$ cat config.mk
export PLATFORM = sky130hd
export DESIGN_NAME = ram_arbiter_flat
export DESIGN_NICKNAME = d
export VERILOG_FILES = /design/src/rtl/ram_arb_pkg.sv /design/src/rtl/ram_arbiter_if.sv /design/src/rtl/ram_arbiter_rr_arb2.sv /design/src/rtl/ram_arbiter.sv /design/src/flat_wrapper.sv
export SDC_FILE = /design/constraint.sdc
export NUM_CORES = 1
export LEC_CHECK = 0
export ABC_AREA = 1
export CORE_ASPECT_RATIO = 0.7
export CORE_MARGIN = 10
export CORE_UTILIZATION = 25
export DETAILED_ROUTE_END_ITERATION = 7
export PLACE_DENSITY = 0.67
export REMOVE_ABC_BUFFERS = 1
export SETUP_SLACK_MARGIN = 0.4
export SLEW_MARGIN = 20
export SYNTH_ARGS = -nofsm -noshare
export SYNTH_HDL_FRONTEND = slang
export SYNTH_SLANG_ARGS = --single-unit
export TNS_END_PERCENT = 50
$ cat constraint.sdc
create_clock -name clk -period 1.5 [get_ports clk]
set_clock_uncertainty 0.15 [all_clocks]
set_input_delay 0.3 -clock clk [delete_from_list [all_inputs] [get_ports clk]]
set_output_delay 0.3 -clock clk [all_outputs]
set_load 0.01 [all_outputs]
$ cat src/rtl/ram_arb_pkg.sv
// Shared types and default sizes for the unified-RAM arbiter.
// Latency: n/a (types and constants only).
// Backpressure: n/a.
package ram_arb_pkg;

    localparam int unsigned DEF_TIMEOUT = 255;
    localparam int unsigned DEF_ADDR_W  = 32;
    localparam int unsigned DEF_DATA_W  = 32;

    typedef enum logic [1:0] {
        IDLE,
        ACCESS,
        COMPLETE
    } state_e;

    typedef enum logic {
        OWN_CPU  = 1'b0,
        OWN_FPGA = 1'b1
    } owner_e;

endpackage

$ cat src/rtl/ram_arbiter_if.sv
// One requester's link to the arbiter: request fields in, ack/err/rdata back.
// Latency: wires only.
// Backpressure: req is held with stable fields until the one-cycle ack.
interface ram_arbiter_if
    import ram_arb_pkg::*;
#(
    parameter int ADDR_W = DEF_ADDR_W,
    parameter int DATA_W = DEF_DATA_W
);
    logic              req;
    logic              wen;
    logic [ADDR_W-1:0] addr;
    logic [DATA_W-1:0] wdata;
    logic              ack;
    logic              err;
    logic [DATA_W-1:0] rdata;

    modport master (output req, wen, addr, wdata, input ack, err, rdata);
    modport slave  (input req, wen, addr, wdata, output ack, err, rdata);
endinterface

$ cat src/rtl/ram_arbiter_rr_arb2.sv
// Two-way round-robin pick; a locked FPGA that won last keeps winning.
// Latency: combinational.
// Backpressure: none; winner is meaningless when req == 0.
module rr_arb2
    import ram_arb_pkg::*;
(
    input  logic [1:0] req,     // [0] = CPU, [1] = FPGA
    input  owner_e     last,
    input  logic       lock,
    output owner_e     winner
);

    // Pick the sole requester, else whoever was not granted last (unless locked).
    always_comb begin
        winner = OWN_CPU;
        case (req)
            2'b01: winner = OWN_CPU;
            2'b10: winner = OWN_FPGA;
            2'b11: begin
                if (lock && (last == OWN_FPGA)) begin
                    winner = OWN_FPGA;
                end else begin
                    winner = (last == OWN_CPU) ? OWN_FPGA : OWN_CPU;
                end
            end
            default: winner = OWN_CPU;
        endcase
    end

endmodule

$ cat src/rtl/ram_arbiter.sv
// Shares one single-ported RAM between the CPU and FPGA requesters, one access at a time.
// Latency: 2 cycles from request sample to ack, plus one per busy cycle (abort after TIMEOUT).
// Backpressure: requesters hold req until ack; RAM stalls the access via ram_busy.
module ram_arbiter
    import ram_arb_pkg::*;
#(
    parameter int TIMEOUT = DEF_TIMEOUT,
    parameter int ADDR_W  = DEF_ADDR_W,
    parameter int DATA_W  = DEF_DATA_W
)(
    input  logic              clk,
    input  logic              reset,
    ram_arbiter_if.slave      cpu,
    ram_arbiter_if.slave      fpga,
    input  logic              fpga_lock,
    output logic              ram_wen,
    output logic [ADDR_W-1:0] ram_addr,
    output logic [DATA_W-1:0] ram_wdata,
    input  logic [DATA_W-1:0] ram_rdata,
    input  logic              ram_busy,
    output logic              owner_fpga
);

    // Wide enough to hold TIMEOUT itself, so the count saturates instead of wrapping.
    localparam int CNT_W = $clog2(TIMEOUT + 1);

    state_e            state, state_nxt;
    owner_e            owner, last_grant, winner;
    logic              any_req;
    logic              timed_out;
    logic              hold_wen;
    logic [ADDR_W-1:0] hold_addr;
    logic [DATA_W-1:0] hold_wdata;
    logic [CNT_W-1:0]  cnt;
    logic              cpu_err_q, fpga_err_q;
    logic [DATA_W-1:0] cpu_rdata_q, fpga_rdata_q;

    assign any_req   = cpu.req | fpga.req;
    assign timed_out = (cnt == CNT_W'(TIMEOUT));

    rr_arb2 u_rr_arb2 (
        .req    ({fpga.req, cpu.req}),
        .last   (last_grant),
        .lock   (fpga_lock),
        .winner (winner)
    );

    // State register.
    always_ff @(posedge clk) begin
        if (reset) begin
            state <= IDLE;
        end else begin
            state <= state_nxt;
        end
    end

    // Next state: arbitrate in IDLE, wait out busy in ACCESS, ack for one cycle.
    always_comb begin
        state_nxt = state;
        case (state)
            IDLE:     if (any_req) state_nxt = ACCESS;
            ACCESS:   if (!ram_busy || timed_out) state_nxt = COMPLETE;
            COMPLETE: state_nxt = IDLE;
            default:  state_nxt = IDLE;
        endcase
    end

    // Latch the winner's request, count busy cycles, capture results.
    always_ff @(posedge clk) begin
        if (reset) begin
            owner        <= OWN_CPU;
            last_grant   <= OWN_FPGA;
            hold_wen     <= 1'b0;
            hold_addr    <= '0;
            hold_wdata   <= '0;
            cnt          <= '0;
            cpu_err_q    <= 1'b0;
            fpga_err_q   <= 1'b0;
            cpu_rdata_q  <= '0;
            fpga_rdata_q <= '0;
        end else begin
            case (state)
                IDLE: begin
                    if (any_req) begin
                        owner      <= winner;
                        hold_wen   <= (winner == OWN_FPGA) ? fpga.wen   : cpu.wen;
                        hold_addr  <= (winner == OWN_FPGA) ? fpga.addr  : cpu.addr;
                        hold_wdata <= (winner == OWN_FPGA) ? fpga.wdata : cpu.wdata;
                        cnt        <= '0;
                    end
                end
                ACCESS: begin
                    if (!ram_busy) begin
                        if (owner == OWN_FPGA) begin
                            fpga_err_q <= 1'b0;
                            if (!hold_wen) fpga_rdata_q <= ram_rdata;
                        end else begin
                            cpu_err_q <= 1'b0;
                            if (!hold_wen) cpu_rdata_q <= ram_rdata;
                        end
                    end else if (timed_out) begin
                        if (owner == OWN_FPGA) fpga_err_q <= 1'b1;
                        else                   cpu_err_q  <= 1'b1;
                    end else begin
                        cnt <= cnt + 1'b1;
                    end
                end
                COMPLETE: last_grant <= owner;
                default: ;
            endcase
        end
    end

    // RAM address/data hold their last values; write strobe only while accessing.
    assign ram_wen    = (state == ACCESS) && hold_wen;
    assign ram_addr   = hold_addr;
    assign ram_wdata  = hold_wdata;
    assign owner_fpga = (state != IDLE) && (owner == OWN_FPGA);

    assign cpu.ack    = (state == COMPLETE) && (owner == OWN_CPU);
    assign fpga.ack   = (state == COMPLETE) && (owner == OWN_FPGA);
    assign cpu.err    = cpu_err_q;
    assign fpga.err   = fpga_err_q;
    assign cpu.rdata  = cpu_rdata_q;
    assign fpga.rdata = fpga_rdata_q;

endmodule

$ cat src/flat_wrapper.sv
// flat-port wrapper written by rule: the top's interface ports become plain ports
module ram_arbiter_flat import ram_arb_pkg::*;
#(
    parameter int TIMEOUT = DEF_TIMEOUT,
    parameter int ADDR_W  = DEF_ADDR_W,
    parameter int DATA_W  = DEF_DATA_W
)
  (clk, reset, fpga_lock, ram_wen, ram_addr, ram_wdata, ram_rdata, ram_busy, owner_fpga, cpu_req, cpu_wen, cpu_addr, cpu_wdata, cpu_ack, cpu_err, cpu_rdata, fpga_req, fpga_wen, fpga_addr, fpga_wdata, fpga_ack, fpga_err, fpga_rdata);
  ram_arbiter_if #(.ADDR_W(ADDR_W), .DATA_W(DATA_W)) cpu_i ();
  ram_arbiter_if #(.ADDR_W(ADDR_W), .DATA_W(DATA_W)) fpga_i ();
  input  logic clk;
  input  logic reset;
  input  logic fpga_lock;
  output logic ram_wen;
  output logic [ADDR_W-1:0] ram_addr;
  output logic [DATA_W-1:0] ram_wdata;
  input  logic [DATA_W-1:0] ram_rdata;
  input  logic ram_busy;
  output logic owner_fpga;
  input wire logic [$bits(cpu_i.req)-1:0] cpu_req;
  input wire logic [$bits(cpu_i.wen)-1:0] cpu_wen;
  input wire logic [$bits(cpu_i.addr)-1:0] cpu_addr;
  input wire logic [$bits(cpu_i.wdata)-1:0] cpu_wdata;
  output wire logic [$bits(cpu_i.ack)-1:0] cpu_ack;
  output wire logic [$bits(cpu_i.err)-1:0] cpu_err;
  output wire logic [$bits(cpu_i.rdata)-1:0] cpu_rdata;
  input wire logic [$bits(fpga_i.req)-1:0] fpga_req;
  input wire logic [$bits(fpga_i.wen)-1:0] fpga_wen;
  input wire logic [$bits(fpga_i.addr)-1:0] fpga_addr;
  input wire logic [$bits(fpga_i.wdata)-1:0] fpga_wdata;
  output wire logic [$bits(fpga_i.ack)-1:0] fpga_ack;
  output wire logic [$bits(fpga_i.err)-1:0] fpga_err;
  output wire logic [$bits(fpga_i.rdata)-1:0] fpga_rdata;
  assign cpu_i.req = cpu_req;
  assign cpu_i.wen = cpu_wen;
  assign cpu_i.addr = cpu_addr;
  assign cpu_i.wdata = cpu_wdata;
  assign cpu_ack = cpu_i.ack;
  assign cpu_err = cpu_i.err;
  assign cpu_rdata = cpu_i.rdata;
  assign fpga_i.req = fpga_req;
  assign fpga_i.wen = fpga_wen;
  assign fpga_i.addr = fpga_addr;
  assign fpga_i.wdata = fpga_wdata;
  assign fpga_ack = fpga_i.ack;
  assign fpga_err = fpga_i.err;
  assign fpga_rdata = fpga_i.rdata;
  ram_arbiter #(.TIMEOUT(TIMEOUT), .ADDR_W(ADDR_W), .DATA_W(DATA_W)) u_core (.clk(clk), .reset(reset), .cpu(cpu_i), .fpga(fpga_i), .fpga_lock(fpga_lock), .ram_wen(ram_wen), .ram_addr(ram_addr), .ram_wdata(ram_wdata), .ram_rdata(ram_rdata), .ram_busy(ram_busy), .owner_fpga(owner_fpga));
endmodule
== After elaboration in Yosys (flattened, before gate mapping) ==
Index checks and enable logic that the tools add are counted.
Storage, ports and cells
  input port bits: 168
  register bits after elaboration: 143
  bits in writable memories: 0
  memories kept: 0
  latch bits: 0
  word-level logic and storage cells: 68
  output and inout bits: 134
  memory bits (read-only): 0
Cells by class
  div/mod/pow operators: 0
  $mul: 0
  $add $sub $neg: 1
  reductions and logical operators: 18
  bitwise operators: 4
  eq/ne operators: 13
  shifts and indexed selects: 0
  magnitude comparators: 0
  mux-type cells: 21
Operator list (number)
  two-way mux 32 bit: 2
  two-way mux 8 bit: 3
  AND reduction 4 bit: 5
  case mux 8 bit (2 select lines): 1
  two-way mux 1 bit: 11
  adder 8 x 1 -> 8 bit, second input constant: 1
  == test 8 bit, second input constant: 1
  != test 2 x 1 -> 1 bit, second input constant: 4
  != test 2 bit, second input constant: 4
  == test 2 bit, second input constant: 3
  nonzero test 2 bit: 3
  logical AND 1 bit: 5
  two-way mux 2 bit: 2
  case mux 2 bit (2 select lines): 1
  AND reduction 2 bit: 2
  NOT 1 bit: 3
  == test 2 x 1 -> 1 bit, second input constant: 1
  zero test 2 bit: 1
  case mux 1 bit (2 select lines): 1
  zero test 1 bit: 1
  logical OR 1 bit: 1
  OR 1 bit: 1

== Depth between registers and ports, before layout ==
Gate-level depths: netlist (run 1).
  depth after elaboration: 4
  gate-level depth with buffers: 10
  gate-level depth less buffers: 9

== Cells and area by module ==
A second synthesis (run 1) with hierarchy kept.
Unflattened totals
  cells, all modules: 891
  area, all modules: 6154.7 um^2
By module, submodules not included
  ram_arbiter: area each 6124.6 um^2, instances 1, cells an instance 883, sequential area each 2862.7 um^2
  rr_arb2: area each 30.0 um^2, instances 1, cells an instance 8, sequential area each 0.0 um^2

== Worst setup path after synthesis (run 1) ==
Ideal clock, no wire load.
  kind: reg2reg
  start: reg u_core.cnt[0]
  end: reg u_core.cnt[0]
  period minus slack after synthesis: 1.475 ns
  required time: 1.234 ns
  library setup time: 0.116 ns
  path slack: 0.025 ns
  buffers on the path: 0
  arrival: 1.209 ns
  cell stages (with the launch flop): 9
  cells stage by stage: dfxtp_1 ha_1 nand2_1 nor2_2 nand3_2 nand2_2 inv_2 nor2_1 nor2_1
On the way
  cells in the longest elaborated chain, start to end: 4
  elaborated cells between the ends (all ways): 7
  those cells by class: add/sub: 1; eq/ne: 2; mux: 3; reduce/logical: 1
Ends and longest elaborated chain
  start: declaration: RTL line ram_arbiter.sv:34  | logic [CNT_W-1:0] cnt;
  start signal: assignment: RTL line ram_arbiter.sv:105  | cnt <= cnt + 1'b1;
  adder 8 x 1 -> 8 bit: RTL line ram_arbiter.sv:105
  two-way mux 8 bit: RTL line ram_arbiter.sv:101  | end else if (timed_out) begin
  two-way mux 8 bit: RTL line ram_arbiter.sv:93  | if (!ram_busy) begin
  case mux 8 bit (2 select lines): RTL line ram_arbiter.sv:82  | case (state)
Several ways; a longest one is shown, not always the timed one. The select of a mux whose other input is x is not followed.
A chain may end at the register's enable or synchronous reset.

== Final worst setup path (run 1) ==
  start: reg u_core.state[0]
  end: out ram_wen
On the way
  cells in the longest elaborated chain, start to end: 2
Ends and longest elaborated chain
  start: declaration: RTL line ram_arbiter.sv:27  | state_e state, state_nxt;
  start signal: assignment: RTL line ram_arbiter.sv:53  | state <= state_nxt;
  == test 2 x 1 -> 1 bit: RTL line ram_arbiter.sv:115  | assign ram_wen = (state == ACCESS) && hold_wen;
  logical AND 1 bit: RTL line ram_arbiter.sv:115
  end: declaration: RTL line flat_wrapper.sv:14  | output logic ram_wen;
No other way between the ends.

==> results of run 1 <==
-- cells in the mapped netlist, drive strengths merged (3+ instances only) --
cell	n	area, µm²
nor3	3	15.0
buf	32	219
a21oi	72	360
dfxtp	143	2860
nand2	101	384
o21ai	131	656
nand3	14	85.1
clkbuf	23	92.6
a21o	64	480
nor2	157	602
inv	90	338
-- cells by family (layout without fill, tap and decap cells) --
kind of cell	Yosys count	after routing	share of synthesized area [%]
and+or+nand+nor	276	276	17.8
AOI/OAI and AO/OA	269	269	24.6
buffers and inverters	146	515	10.6
DFF	143	143	46.6
adders and majority gates	1	1	0.204
xor gates and xnor gates	1	1	0.143
-- state kept, by name, summed over array words and instances, names as in the netlist --
| name | cells |
|---|---|
| u_core.ram_wdata | 32 |
| u_core.last_grant | 1 |
| u_core.fpga.err | 1 |
| u_core.fpga.rdata | 32 |
| u_core.state | 2 |
| u_core.ram_addr | 32 |
| u_core.owner | 1 |
| u_core.hold_wen | 1 |
| u_core.cpu.err | 1 |
| u_core.cnt | 8 |
| u_core.cpu.rdata | 32 |
-- per-stage QoR --
stage	total power [µW]	hold WS [ns]	instances	setup slack, ns	TNS (ns)
after floorplan	5270	0.219	781	-1.61	-167.11
after global placement	6820	0.308	1456	-0.430	-51.58
after detailed placement	6850	0.309	1456	-0.497	-54.63
after CTS	12200	0.313	1497	-0.189	-1.92
after global routing	13300	0.329	1523	-0.237	-10.82
final	12800	0.321	1523	-0.173	-4.36
-- cells in the final DEF, fill, tap and decap left out, types with 4 or more instances in the layout --
cell type / count
o21ai_0: 45
clkbuf_8: 4
o21ai_1: 52
buf_2: 4
buf_12: 17
a21o_1: 64
nand2_2: 8
nand2_1: 87
dfxtp_4: 10
buf_16: 4
clkdlybuf4s50_1: 166
bufinv_16: 6
o21ai_2: 34
nor2_1: 115
nor2_4: 36
a21oi_4: 9
nand3_2: 8
a21oi_1: 9
inv_1: 82
buf_6: 145
nand3_4: 4
dfxtp_1: 7
buf_4: 36
nor2_2: 6
dfxtp_2: 126
a21oi_2: 54
clkbuf_16: 31
buf_8: 6
-- what timing repair did --
action	4_1_cts	5_1_grt
pin swaps	13	61
resized for setup	922	266
endpoints found under the hold margin	0	0
gates cloned	2	21
setup endpoints to repair	276	276
setup buffers	8	5
-- routing by layer --
metal  vias to the layer above  global-route usage (%)  share of wire [%]
met2                       224                    24.9                 47
li1                       3419                       -                  -
met3                        26                    6.36                7.2
met1                      3386                    19.3                 45
met4                         0                    4.40                1.0
met5                         -                       0                  0
-- power by group through the flow --
stage	combinational [µW]	clock [µW]	sequential [µW]
after floorplan	819	0	4450
after global placement	2500	0	4320
after detailed placement	2520	0	4330
after CTS	2700	5110	4370
after global routing	3600	5280	4410
final	3380	5010	4380
-- path summary, 6_finish.rpt --
| check | endpoint | slack [ns] |
|---|---|---|
| worst max-delay path | ram_wen | -0.17 |
| worst min-delay path | u_core.fpga.err | 0.32 |
| worst max register to register | u_core.fpga.rdata[25] | -0.13 |
| worst min register to register | u_core.fpga.err | 0.32 |
-- final cells by class --
class	count	area, µm²
Fill cell	2141	11400
Sequential cell	143	3060
Tap cell	318	398
Multi-Input combinational cell	547	3520
Inverter	91	409
Clock inverter	10	206
Clock buffer	21	480
Timing Repair Buffer	393	4490
-- worst max-delay path: stages (launching register included) --
cell,delay (ns)
dfxtp_4,0.38
inv_4,0.05
nor2_4,0.09
inv_2,0.05
nor2_2,0.08
buf_2,0.14
==> summary.md, run 1 <==
| Metric | Value |
|---|---|
| DP Area | `between 9000 and 10000 µm²` |
| Area added between synthesis and finish | `104%` |
| WL final | `30100 µm` |
| CTS buffer count | `17` |
| Vias in the first global route | `approximately 6800` |
| DR WL/cell | `19.8 µm` |
| First-pass GRT wire length | `39000 µm` |
| Crit Path Max Fanout | `3` |
| Gate count after technology mapping | `836` |
| Crit. Startpoint | `u_core.state[0]` |
| RSZ-0062 raised after global routing | `yes` |
| Logic pwr share | `26.5%` |
| # Max-Cap Violations | `0` |
| Clock buffer depth | `2` |
| Largest net degree at the start of global routing | `62` |
| Worst hold-check path type | `reg2reg` |
| DRT iter0 DRCs | `around 380` |
| Worst reg-to-reg path cell count | `10` |
| Synthesized area | `between 6000 and 7000 µm²` |
| Final Hold Vio Count | `0` |
| Io pins | `302` |
| EDFF count, synth | `0` |
| Tcrit/Tclk final | `112%` |
| Root Driver | `clkbuf_16` |
| Crit path DAT | `1.22 ns` |
| Switching share of power | `27.3%` |
| Core footprint | `23900 µm²` |
| Final min period | `1.67 ns` |
| Die Wd | `slightly above 200 µm` |
| Failing checks | `negative setup slack` |
| Antenna cell count | `0` |
| Peak VDD IR | `~0.00078 V` |
| Detailed Place HPWL | `18700 µm` |
| Initial antenna violation count | `0` |
| Internal | `9280 µW` |
| Gpl congestion | `0.794` |
| Cell area after layout | `between 10000 and 15000 µm²` |
| GRT Residual Overflow | `0` |
| Crit. End Element | `primary output` |
| Full die area | `31300 µm²` |
| Synth Flop Type | `dfxtp_1` |
| TritonCTS clock tree | `yes` |
| Setup ws final | `-0.173 ns` |
| Clock-pin slew on the worst setup and hold paths | `approximately 0.060 ns` |
| Syn avg cell area | `7.35 µm²` |
| Post-cts hold buffer count | `0` |
| Fmax | `598 MHz` |
| Row count | `between 40 and 50` |
| Hold path depth | `1` |
| Synth async-reset ratio | `0%` |
| Relative slew slack | `76.0%` |
| Initial Util | `25.7%` |
| Post-synth cell types | `26` |
| Clk pwr share | `around 39%` |
| Final ANT Viol Nets | `0` |
| Cell leakage power | `0.00558 µW` |
| Seq cells post-synth | `roughly 140` |
| Final #Nets | `1362` |
| Setup Viol. Count Final | `85` |
| Vias per cell | `4.63` |
| Final Core Density | `52.5%` |
| Hold wc startpoint | `u_core.fpga.err` |
| Via Count | `7055` |
| Startpoint types | `register` |
| Port Buf Inserts | `301` |
| Pre-antenna DRT Iters | `4` |
| Ratio of cells with drive above 1 in the final layout | `47.4%` |
| Clk Latency, worst-skew pair | `around 0.43 ns` |
| Flop pwr share | `34.3%` |
| Status | `complete, but fails checks` |
| H-tree levels | `4` |
| Pins over their slew limit | `0` |
| Die H | `151 µm` |
| Switch Pwr | `3490 µW` |
| Setup CP Type | `reg2out` |
| Post-route DRC | `0` |
| Register area share after synthesis | `46.6%` |
| Worst r2r src | `u_core.state[0]` |
| GRT Util Overall | `15.7%` |
| Num Clock Sinks | `143` |
| Tightest Pin Transition | `~0.36 ns` |
| Power Dens Cells | `1020 nW/µm²` |
| Data required, critical path | `1.05 ns` |
| Yosys warns | `0` |
Power figures use the tool's default switching activity.
==> run 2: changes to the inputs <==
--- a/config.mk
+++ b/config.mk
@@ -8,9 +8,10 @@
 export ABC_AREA = 1
 export CORE_ASPECT_RATIO = 0.7
 export CORE_MARGIN = 10
-export CORE_UTILIZATION = 25
+export CORE_UTILIZATION = 37
+export CTS_CLUSTER_SIZE = 20
 export DETAILED_ROUTE_END_ITERATION = 7
-export PLACE_DENSITY = 0.67
+export PLACE_DENSITY = 0.88
 export REMOVE_ABC_BUFFERS = 1
 export SETUP_SLACK_MARGIN = 0.4
 export SLEW_MARGIN = 20
==> summary.md, run 2 (synthesis gave the netlist of run 1 again) <==
| Metric | Value |
|---|---|
| Post-cts hold buffer count | `0` |
| Logic pwr share | `27.6%` |
| WL final | `26700 µm` |
| Relative slew slack | `75.7%` |
| Final ANT Viol Nets | `0` |
| Final Hold Vio Count | `0` |
| Tightest Pin Transition | `between 0.3 and 0.4 ns` |
| Clk pwr share | `34.7%` |
| Hold wc startpoint | `u_core.cpu.err` |
| Data required, critical path | `roughly 1.1 ns` |
| Worst stage delay on the critical path | `roughly 0.37 ns` |
| Pre-antenna DRT Iters | `5` |
| Critical path, cell by cell | `inv_4, nand2_2, nor2_1, buf_2` |
| RSZ-0062 raised after global routing | `yes` |
| Gpl congestion | `about 0.90` |
| First-pass GRT wire length | `37000 µm` |
| Cell leakage power | `0.00524 µW` |
| Status | `complete, but fails checks` |
| Full die area | `22200 µm²` |
| DP Area | `about 9700 µm²` |
| Crit Path Max Fanout | `3` |
| Die Wd | `174 µm` |
| Ratio of cells with drive above 1 in the final layout | `41.3%` |
| Peak VDD IR | `0.000650 V` |
| Flop pwr share | `37.7%` |
| Clock buffer depth | `2` |
| Antenna cell count | `0` |
| Fmax | `596 MHz` |
| CTS buffer count | `17` |
| Worst reg-to-reg path cell count | `8` |
| Setup Viol. Count Final | `102` |
| Final Core Density | `71.3%` |
| Final #Nets | `between 1000 and 1500` |
| Largest net degree at the start of global routing | `62` |
| Die H | `128 µm` |
| Io pins | `302` |
| Hold Path End | `u_core.cpu.err` |
| DR WL/cell | `18.8 µm` |
| # Max-Cap Violations | `0` |
| Via Count | `7082` |
| Initial Util | `between 30 and 40%` |
| Detailed Place HPWL | `17700 µm` |
| Core footprint | `16300 µm²` |
| Switching share of power | `30.3%` |
| Area added between synthesis and finish | `89.3%` |
| Design Power | `11600 µW` |
| Failing checks | `negative setup slack` |
| CP top delay family | `flip-flops` |
| Worst hold-check path type | `reg2reg` |
| Initial antenna violation count | `0` |
| Tcrit/Tclk final | `112%` |
| Internal | `8100 µW` |
| CP bufs+invs | `2` |
| TritonCTS clock tree | `yes` |
| Setup CP Type | `reg2out` |
| Root Driver | `clkbuf_16` |
| Crit. End Element | `primary output` |
| Reg-to-reg critical path endpoint | `u_core.ram_wdata[22]` |
| Startpoint types | `register` |
| Row count | `39` |
| Met2 WL | `13100 µm` |
| Hold WS | `approximately 0.32 ns` |
| Port Buf Inserts | `301` |
| Vias per cell | `between 4 and 5` |
| GRT Residual Overflow | `0` |
| DRT iter0 DRCs | `394` |
| Pins over their slew limit | `0` |
| WL met3 | `2330 µm` |
| Num Clock Sinks | `143` |
| Most frequent cells in the layout | `165 x clkdlybuf4s50_1, 147 x nor2_1, 139 x buf_6` |
| H-tree levels | `4` |
| WL met1 | `10600 µm` |
| Power Dens Cells | `999 nW/µm²` |
| Cell area after layout | `11600 µm²` |
| Register-to-register path setup slack | `-0.16 ns` |
| Vias in the first global route | `6794` |
| Placed Cells | `1361` |
| Clock-pin slew on the worst setup and hold paths | `roughly 0.060 ns` |
| Crit path DAT | `approximately 1.2 ns` |
| Setup ws final | `-0.177 ns` |
| Critical-path top delay cell | `dfxtp_4` |
| GRT Util Overall | `between 20% and 30%` |
| Fin cells | `approximately 1400` |
| Final min period | `1.68 ns` |
| Commonest non-fill, non-tap cell in the layout | `clkdlybuf4s50_1` |
| Clk Latency, worst-skew pair | `about 0.42 ns` |
| Uppermost routed layer | `met4` |
| Post-route DRC | `0` |
| Hold path depth | `2` |
| Worst r2r src | `u_core.state[0]` |
| Switch Pwr | `3520 µW` |
[run 2: cell types whose count changed in the layout (fill, tap and decap cells not counted), sizes merged, moves of 2 or more]
| cell | before | now |
|---|---|---|
| clkbuf | 35 | 27 |
| buf | 212 | 203 |
| inv | 87 | 98 |
| dlygate4sd2 | 0 | 2 |
| bufinv | 6 | 0 |
[run 2: cell type report]
class                   instances  area, µm²
fillers                      1191       4670
flip-flops and latches        143       3040
repair buffers                380       4230
inverters                      91        369
repair inverters                1       16.3
well taps                     225        282
clock inverters                15        126
multi-input cells             547       3130
clock buffers                  17        425
[run 2: timing repair]
| action | 4_1_cts | 5_1_grt |
|---|---|---|
| gates resized for setup | 835 | 167 |
| setup endpoints to repair | 277 | 277 |
| setup buffers | 6 | 6 |
| gates cloned | 0 | 14 |
| pin swaps | 6 | 42 |
[run 2: worst max-delay path by stage]
stage | startpoint | to | slack (ns) | depth (start not counted)
floorplan | fpga_lock | u_core.hold_wen | -1.61 | 8
global placement | fpga_req | u_core.ram_wdata[24] | -0.42 | 9
detailed placement | fpga_req | u_core.ram_addr[27] | -0.46 | 9
CTS | u_core.state[0] | ram_wen | -0.17 | 5
global route | u_core.state[0] | fpga_ack | -0.23 | 4
finish | u_core.state[0] | fpga_ack | -0.18 | 4
[run 2: power by group through the flow]
stage / sequential [µW] / clock (µW) / combinational [µW]
floorplan: 4450 / 0 / 819
global placement: 4310 / 0 / 2430
detailed placement: 4330 / 0 / 2480
CTS: 4360 / 4090 / 2590
global route: 4410 / 4240 / 3420
finish: 4380 / 4030 / 3210
[run 2: per-layer routing]
layer  vias up  track usage, %
li1       3388               -
met1      3364            23.0
met2       288            35.4
met3        42            8.18
met4         0            7.62
met5         -               0
[run 2: worst min-delay path, stage by stage (launching register included)]
cell     delay (ns)
dfxtp_2        0.32
inv_1          0.06
a21oi_2        0.05
[run 2: per-stage QoR]
step / TNS, ns / setup slack (ns)
after detailed placement: -50.98 / -0.459
after global routing: -16.25 / -0.233
after CTS: -0.986 / -0.166
after global placement: -45.77 / -0.423
final: -6.85 / -0.177
after floorplan: -167.11 / -1.61
==> run 3: changes to the inputs <==
--- a/config.mk
+++ b/config.mk
@@ -6,7 +6,6 @@
 export NUM_CORES = 1
 export LEC_CHECK = 0
 export ABC_AREA = 1
-export CORE_ASPECT_RATIO = 0.7
 export CORE_MARGIN = 10
 export CORE_UTILIZATION = 37
 export CTS_CLUSTER_SIZE = 20
==> summary.md, run 3 (synthesis gave the netlist of run 1 again) <==
| Metric | Value |
|---|---|
| Status | `complete, but fails checks` |
| Failing checks | `negative setup slack` |
| Crit. End Element | `register` |
| Ratio of cells with drive above 1 in the final layout | `46.3%` |
| DRT iter0 DRCs | `358` |
| Startpoint types | `register` |
| Clk Latency, worst-skew pair | `0.41 ns` |
| Pre-antenna DRT Iters | `5` |
| Commonest non-fill, non-tap cell in the layout | `clkdlybuf4s50_1` |
| Row count | `47` |
| GRT Residual Overflow | `0` |
| Vias in the first global route | `7138` |
| Final ANT Viol Nets | `0` |
| Die Wd | `149 µm` |
| Gpl congestion | `~0.84` |
| RSZ-0062 raised after global routing | `yes` |
| Largest net degree at the start of global routing | `52` |
| Via Count | `7581` |
| Area added between synthesis and finish | `100%` |
| Crit Path Max Fanout | `31` |
| Filler cells | `970` |
| DR WL/cell | `21.9 µm` |
| Setup Viol. Count Final | `104` |
| Tcrit/Tclk final | `110%` |
| Clock-pin slew on the worst setup and hold paths | `~0.07 ns` |
| Initial antenna violation count | `0` |
| Placed Cells | `1360` |
| Initial Util | `37.4%` |
| Dpl ws | `-0.453 ns` |
| Cell leakage power | `0.00557 µW` |
| Tightest Pin Transition | `0.336 ns` |
| Io pins | `302` |
| Antenna cell count | `0` |
| Relative slew slack | `77.3%` |
| CTS buffer count | `17` |
| Critical path, cell by cell | `inv_2, nor2_4, buf_6, nand3_2, buf_12, o21ai_0, nor2_1` |
| Critical-path top delay cell | `dfxtp_2` |
| # Max-Cap Violations | `0` |
| Worst stage delay on the critical path | `0.34 ns` |
| Peak VDD IR | `0.000863 V` |
| Setup ws final | `-0.151 ns` |
| Post-route DRC | `0` |
| First-pass GRT wire length | `~37000 µm` |
| Port Buf Inserts | `between 300 and 400` |
| Core footprint | `16400 µm²` |
| Setup CP Type | `reg2reg` |
| WL final | `approximately 31000 µm` |
| Worst hold-check path type | `reg2reg` |
| Setup_tns | `-4.71 ns` |
| Num Clock Sinks | `between 100 and 150` |
| Pins over their slew limit | `0` |
| Post-cts hold buffer count | `0` |
| H-tree levels | `4` |
| TritonCTS clock tree | `yes` |
| Die H | `149 µm` |
| Final #Nets | `1366` |
| Fmax | `606 MHz` |
| Detailed Place HPWL | `17700 µm` |
| Final Hold Vio Count | `0` |
| Root Driver | `clkbuf_16` |
| Power Dens Cells | `995 nW/µm²` |
| Data required, critical path | `~1.6 ns` |
| Fin cells | `1430` |
| Full die area | `22200 µm²` |
| Crit path DAT | `1.78 ns` |
| Design Power | `12200 µW` |
| Most frequent cells in the layout | `164 x clkdlybuf4s50_1, 141 x buf_6, 133 x dfxtp_2` |
| GRT Util Overall | `between 20% and 30%` |
| Vias per cell | `5.30` |
| Final min period | `1.65 ns` |
| Clock buffer depth | `2` |
==> run 3: what timing repair did <==
action / CTS / global route
pin swaps: 8 / 76
resized for setup: 829 / 302
gates cloned: 0 / 19
endpoints found under the setup margin: 277 / 277
buffers inserted: 10 / 9
==> run 3: through the flow <==
stage | hold WS [ns] | area (µm²) | util (%)
4_1_cts | 0.309 | 10800 | 66.0
3_3_place_gp | 0.302 | 9760 | 59.5
2_1_floorplan | 0.219 | 5830 | -
6_report | 0.313 | 12300 | 75.0
3_5_place_dp | 0.299 | 9760 | 59.5
5_1_grt | 0.323 | 12300 | 75.0
==> run 3: worst paths after layout <==
check	startpoint	end	slack (ns)	depth (start not counted)
worst min register to register	u_core.fpga.err	u_core.fpga.err	0.31	1
worst min-delay path	u_core.fpga.err	u_core.fpga.err	0.31	1
worst max-delay path	u_core.state[0]	u_core.cpu.rdata[0]	-0.15	7
worst max register to register	u_core.state[0]	u_core.cpu.rdata[0]	-0.15	7
==> run 3: final cells by class <==
class | instances | area, µm² | share of cell area (%)
tap | 220 | 275 | 2.24
clock inverter | 14 | 169 | 1.37
sequential | 143 | 3030 | 24.7
inverter | 91 | 394 | 3.20
clock buffer | 18 | 439 | 3.57
multi-input combinational | 547 | 3470 | 28.2
timing repair buffer | 397 | 4520 | 36.7
==> run 3: worst max-delay path: cells and delay by family (launching register included) <==
kind	cells	cell delay [ns]
AND/OR/NAND/NOR	3	0.33
buffers and inverters	3	0.38
flip-flops	1	0.34
AO/OA/AOI/OAI	1	0.30
==> run 3: power breakdown <==
part | internal, µW | switching (µW)
registers | 4160 | 240
clock network | 2570 | 1930
logic | 1800 | 1550
total | 8530 | 3710
==> run 3: per-layer routing <==
layer  GRT usage [%]  wire length, µm  vias up
met5               0                0        -
met2            37.4            16200      429
met1            21.7            10800     3640
met3            9.25             3330       81
li1                -                -     3431
met4            6.48             1120        0
